==> src/rtl/atm_keypad_entry_pkg.sv <==
// atm_keypad_entry_pkg: shared state enum, BCD digit type and decimal weights
package atm_keypad_entry_pkg;
   typedef enum logic {ENTRY, HOLD} state_e;
   typedef logic [3:0] bcd_t;
   localparam bcd_t DIGIT_MAX = 4'd9;
   localparam logic [15:0] POW10 [4] = '{16'd1, 16'd10, 16'd100, 16'd1000};
endpackage

==> src/rtl/atm_btn_debounce.sv <==
// atm_btn_debounce: 2-flop sync, optional debouncer, one-cycle rising-edge pulse
// Debouncer present only when ATM_KEYPAD_DEBOUNCE_EN is defined.
module atm_btn_debounce #(
   parameter int DEBOUNCE_CYCLES = 1000000
) (
   input  logic clk,
   input  logic rst_n,
   input  logic btn_i,
   output logic pulse_o
);
   logic [1:0] sync_q;
   logic       lvl, lvl_q, pulse_q;
`ifdef ATM_KEYPAD_DEBOUNCE_EN
   localparam int CW = $clog2(DEBOUNCE_CYCLES + 1);
   logic [CW-1:0] cnt_q, cnt_d;
   logic          deb_q, deb_d;
   // any cycle agreeing with the accepted level restarts the count
   always_comb begin
      cnt_d = '0;
      deb_d = deb_q;
      if (sync_q[1] != deb_q) begin
         cnt_d = cnt_q + CW'(1);
         if (cnt_d == CW'(DEBOUNCE_CYCLES)) begin
            deb_d = sync_q[1];
            cnt_d = '0;
         end
      end
   end
   always_ff @(posedge clk or negedge rst_n)
      if (!rst_n) begin
         cnt_q <= '0;
         deb_q <= 1'b0;
      end else begin
         cnt_q <= cnt_d;
         deb_q <= deb_d;
      end
   assign lvl = deb_q;
`else
   logic deb_unused;
   assign deb_unused = DEBOUNCE_CYCLES[0];
   assign lvl = sync_q[1];
`endif
   always_ff @(posedge clk or negedge rst_n)
      if (!rst_n) begin
         sync_q  <= '0;
         lvl_q   <= 1'b0;
         pulse_q <= 1'b0;
      end else begin
         sync_q  <= {sync_q[0], btn_i};
         lvl_q   <= lvl;
         pulse_q <= lvl & ~lvl_q;
      end
   assign pulse_o = pulse_q;
endmodule

==> src/rtl/atm_keypad_entry.sv <==
// atm_keypad_entry: button/switch decimal entry, BCD to binary, valid/ready hand-off
// Button debouncing is enabled by defining ATM_KEYPAD_DEBOUNCE_EN.
module atm_keypad_entry
   import atm_keypad_entry_pkg::*;
#(
   parameter int DIGITS          = 4,
   parameter int DEBOUNCE_CYCLES = 1000000
) (
   input  logic        clk,
   input  logic        rst_n,
   input  logic        btn_commit,
   input  logic        btn_back,
   input  logic        btn_submit,
   input  logic        btn_clear,
   input  logic [3:0]  sw_digit,
   output logic [15:0] entry_value,
   output logic [2:0]  entry_count,
   output logic        out_valid,
   input  logic        out_ready,
   output logic [15:0] out_value,
   output logic [2:0]  out_count,
   output logic        digit_err
);
   logic [3:0]  btn, pulse;
   logic        commit_p, back_p, submit_p, clear_p;
   bcd_t        sw1_q, sw2_q;
   state_e      state_q, state_d;
   bcd_t        dig_q [DIGITS];
   bcd_t        dig_d [DIGITS];
   logic [2:0]  cnt_q, cnt_d, ocnt_q, ocnt_d;
   logic [15:0] oval_q, oval_d, sum;
   assign btn = {btn_clear, btn_submit, btn_back, btn_commit};
   for (genvar g = 0; g < 4; g++) begin : g_btn
      atm_btn_debounce #(.DEBOUNCE_CYCLES(DEBOUNCE_CYCLES)) u_btn (
         .clk    (clk),
         .rst_n  (rst_n),
         .btn_i  (btn[g]),
         .pulse_o(pulse[g])
      );
   end
   assign {clear_p, submit_p, back_p, commit_p} = pulse;
   always_comb begin
      sum = '0;
      for (int i = 0; i < DIGITS; i++) sum = sum + 16'(dig_q[i]) * POW10[i];
   end
   // one branch per cycle gives the clear > submit > back > commit priority
   always_comb begin
      state_d   = state_q;
      dig_d     = dig_q;
      cnt_d     = cnt_q;
      oval_d    = oval_q;
      ocnt_d    = ocnt_q;
      digit_err = 1'b0;
      if (state_q == HOLD) begin
         if (clear_p || out_ready) begin
            state_d = ENTRY;
            cnt_d   = '0;
            dig_d   = '{default: '0};
         end
      end else if (clear_p) begin
         cnt_d = '0;
         dig_d = '{default: '0};
      end else if (submit_p) begin
         if (cnt_q != '0) begin
            state_d = HOLD;
            oval_d  = sum;
            ocnt_d  = cnt_q;
         end
      end else if (back_p) begin
         if (cnt_q != '0) begin
            for (int i = 0; i < DIGITS - 1; i++) dig_d[i] = dig_q[i+1];
            dig_d[DIGITS-1] = '0;
            cnt_d = cnt_q - 3'd1;
         end
      end else if (commit_p) begin
         if (sw2_q <= DIGIT_MAX && cnt_q < 3'(DIGITS)) begin
            for (int i = DIGITS - 1; i > 0; i--) dig_d[i] = dig_q[i-1];
            dig_d[0] = sw2_q;
            cnt_d = cnt_q + 3'd1;
         end else
            digit_err = 1'b1;
      end
   end
   always_ff @(posedge clk or negedge rst_n)
      if (!rst_n) begin
         state_q <= ENTRY;
         dig_q   <= '{default: '0};
         cnt_q   <= '0;
         oval_q  <= '0;
         ocnt_q  <= '0;
         sw1_q   <= '0;
         sw2_q   <= '0;
      end else begin
         state_q <= state_d;
         dig_q   <= dig_d;
         cnt_q   <= cnt_d;
         oval_q  <= oval_d;
         ocnt_q  <= ocnt_d;
         sw1_q   <= sw_digit;
         sw2_q   <= sw1_q;
      end
   assign entry_value = sum;
   assign entry_count = cnt_q;
   assign out_valid   = (state_q == HOLD);
   assign out_value   = oval_q;
   assign out_count   = ocnt_q;
endmodule

==> config.mk <==
export PLATFORM = sky130hd
export DESIGN_NAME = atm_keypad_entry
export DESIGN_NICKNAME = d
export VERILOG_FILES = /design/src/rtl/atm_keypad_entry_pkg.sv /design/src/rtl/atm_btn_debounce.sv /design/src/rtl/atm_keypad_entry.sv
export SDC_FILE = /design/constraint.sdc
export NUM_CORES = 1
export LEC_CHECK = 0
export BUFFER_PORTS_ARGS = -buffer_cell sky130_fd_sc_hd__buf_4
export CORE_UTILIZATION = 53
export CTS_BUF_LIST = sky130_fd_sc_hd__clkbuf_8 sky130_fd_sc_hd__clkbuf_16
export CTS_CLUSTER_DIAMETER = 60
export DETAILED_ROUTE_END_ITERATION = 16
export PLACE_DENSITY = 0.86
export SYNTH_ARGS = -nofsm -noshare
export SYNTH_HDL_FRONTEND = slang
export SYNTH_SLANG_ARGS = --single-unit
==> constraint.sdc <==
create_clock -name clk -period 4.4 [get_ports clk]
set_clock_uncertainty 0.05 [all_clocks]
set_input_delay 0.44 -clock clk [delete_from_list [all_inputs] [get_ports clk]]
set_output_delay 0.44 -clock clk [all_outputs]
set_load 0.02 [all_outputs]
==> out/metrics.yaml <==
status: "complete, but fails checks"
violations: "negative setup slack"
globalRouteTotalUtil_pct: 25.5
power.switching_uw: 1950
power.share.sequential_pct: 19.1
crit_chain: "fa_1, inv_2, fa_1, inv_2, ha_4, a21o_1, a21oi_4, xnor2_1, ha_1, ha_4, ha_4, a21oi_2, nor2_1, a211oi_2, o31ai_2, xnor2_2, buf_4"
syn_area_um2: 4000
finalCriticalPeriod_ns: 4.82
cts-htree-levels: 3
ir_drop_uv: 512
comb_power_share_pct: 66.5
mostFrequentLayoutCell: "buf_4"
setup_tns_ns: -2.28
max_freq_mhz: 207
numPortBuffers: 48
fin_util_pct: 72.3
leakage_uw: 0.00267
fillers: 484
crit_path_max_incr_delay_ns: 0.58
timing.final.ws_setup_ns: -0.424
final_net_count: 538
io_pins: 51
num_antenna_cells: 0
fp.dieW_um: 88.9
antenna_left: 0
critical_path.most_common_cell: "ha_4"
crit_family: "adder cells"
place_hpwl_um: 5950
ys_async_sr_fraction_pct: 100
ctsHoldBuffers: 0
crit_path_end_kind: "output port"
dieHeight_um: 88.9
worstSkewPairLatency_ns: 0.34
max_slew_margin_pct: 18.9
drtIter0Drc: 117
synth_edf_count: 0
cp.required_ns: 3.91
dieArea_um2: 7900
globalplace.congestion: 0.849
initial_core_util_pct: 54.8
power.clock.fraction_pct: 14.4
slew_viol_final: 0
clock_path_buffers: 2
internal_power_uw: 2500
post_drt_wl_per_cell_um: 17.2
drive_above_1_share_pct: 32.6
fin_crit_sh_pct: 110
coreArea_um2: 7290
wirelength_um: 9690
cts_tree: "done"
drcViolationCount: 0
ys_warn_count: 0
start_kind: "flop"
grt_pass1_vias: 3253
critPathSlowestCell: "fa_1"
setup_viol: 7
fin_hold_ws_ns: 0.105
clk_pin_slew_ns: 0.09
grt_pass1_wl_um: 14900
arrival_ns: 4.33
worstSetupPathType: "flop to output port"
max-cap-violations: 0
path_buf_inv: 3
seq_area_um2: 1550
rows: 31
tightest_slew_ns: 1.21
vias_per_cell: 5.56
mostFrequentLayoutCells: "buf_4, dfrtp_1, nand2_1"
area_growth_pct: 31.9
antenna_found_initial: 0
cts_buffers: 9
grt_max_degree: 63
hold_viol: 0
rsz0062_at_grt: "true"
first_pass_iters: 5
yosysSeqAreaShare_pct: 38.8
cts-root-buf: "clkbuf_8"
hold_class: "input pin to asynchronous set/reset pin"
avgSynthCellArea_um2: 10.6
synthesis.instances: 376
synth_seq_cells: 62
multi_input_area_um2: 2550
num_vias: 3123
cts.sinks: 62
cp_max_fo: 4
synth_ff_type: "dfrtp_1"
p_sw_share_pct: 43.8
power_density_nw_per_um2: 844
ys_types: 44
grt_overflow: 0
## area by class of cell
type,instances,area share (%)
multi-input combinational,260,48.3
sequential,62,29.5
timing repair buffer,83,12.1
inverter,42,2.99
clock inverter,7,2.42
clock buffer,9,2.35
tap,99,2.35
## through the flow
| step | total power [uW] | setup slack [ns] | std cells | cell area, um2 |
|---|---|---|---|---|
| after floorplan | 2280 | -0.0269 | 377 | 4060 |
| after global placement | 2980 | -0.0203 | 530 | 4600 |
| after detailed placement | 3060 | -0.159 | 530 | 4600 |
| after CTS | 3940 | -0.316 | 555 | 5050 |
| after global routing | 4740 | -0.594 | 562 | 5270 |
| final | 4450 | -0.424 | 562 | 5270 |
## Yosys cell counts (all sizes together), types with 2 or more instances
| cell type | n | area share [%] |
|---|---|---|
| dfrtp | 62 | 39 |
| nand2 | 54 | 5.1 |
| ha | 51 | 16 |
| inv | 42 | 3.9 |
| fa | 18 | 9.0 |
| a21oi | 15 | 2.0 |
| o31ai | 15 | 2.8 |
| xnor2 | 14 | 3.1 |
| o21ai | 13 | 1.8 |
| mux2i | 12 | 3.0 |
| nor2 | 11 | 1.0 |
| buf | 8 | 1.7 |
| clkbuf | 5 | 0.47 |
| mux2 | 5 | 1.4 |
| nor2b | 5 | 0.78 |
| xor2 | 5 | 1.1 |
| a211oi | 4 | 1.1 |
| a21o | 4 | 0.75 |
| o21a | 4 | 0.75 |
| a32o | 3 | 0.75 |
| nand2b | 3 | 0.47 |
| a31oi | 2 | 0.31 |
| and3 | 2 | 0.34 |
| nand3 | 2 | 0.25 |
| nor3 | 2 | 0.25 |
| o211ai | 2 | 0.38 |
| o21bai | 2 | 0.38 |
## sequential cells by signal, summed over array words and instances (netlist names)
name / flops
g_btn.u_btn.lvl_q: 4
g_btn.u_btn.pulse_o: 4
g_btn.u_btn.sync_q: 8
out_count: 3
dig_q: 16
out_valid: 1
sw1_q: 4
sw2_q: 4
out_value: 15
entry_count: 3
## cells by family after synthesis
group | synth area share, %
DFF | 38.8
buffers and inverters | 6.07
adders and majority gates | 25.0
muxes | 4.41
xor gates and xnor gates | 4.16
AOI/OAI and AO/OA | 12.2
and+or+nand+nor | 9.32
other | 0.0938
## final timing paths
| kind | start | to | slack, ns | cells past startpoint |
|---|---|---|---|---|
| max | dig_q[2] | entry_value[13] | -0.42 | 17 |
| min | rst_n | out_value[6] | 0.10 | 1 |
| max reg2reg | dig_q[2] | out_value[10] | -0.01 | 20 |
| min reg2reg | sw1_q[1] | sw2_q[1] | 0.30 | 0 |
| max in group asynchronous | rst_n | dig_q[2] | 3.59 | 1 |
| min in group clk | btn_commit | g_btn[0].u_btn.sync_q[0] | 0.15 | 1 |
## per-layer routing
layer / up-vias / part of all wire, % / track usage, %
met4: 0 / 3.9 / 12.9
met1: 1550 / 38 / 27.3
met3: 33 / 4.2 / 5.32
met2: 112 / 54 / 47.4
met5: - / 0 / 0
li1: 1428 / - / -
## power groups by stage
stage | Sequential [uW] | Clock [uW] | Combinational (uW)
2_1_floorplan | 921 | 0 | 1360
3_3_place_gp | 848 | 0 | 2130
3_5_place_dp | 857 | 0 | 2200
4_1_cts | 846 | 644 | 2450
5_1_grt | 870 | 678 | 3190
6_report | 852 | 640 | 2960
## timing repair
action	4_1_cts	5_1_grt
endpoints found under the setup margin	7	10
pin swaps	25	16
setup buffers	9	7
gates resized for setup	19	29
## worst reg2reg max path, delay by kind of cell, from the launching register on
family	cells	cell delay (ns)
and+or+nand+nor	2	0.18
adders and majority gates	6	2.15
AOI/OAI and AO/OA	2	0.26
buffers and inverters	7	0.70
muxes	1	0.24
DFF	1	0.43
xor gates and xnor gates	2	0.30
Power figures use the tool's default switching activity.
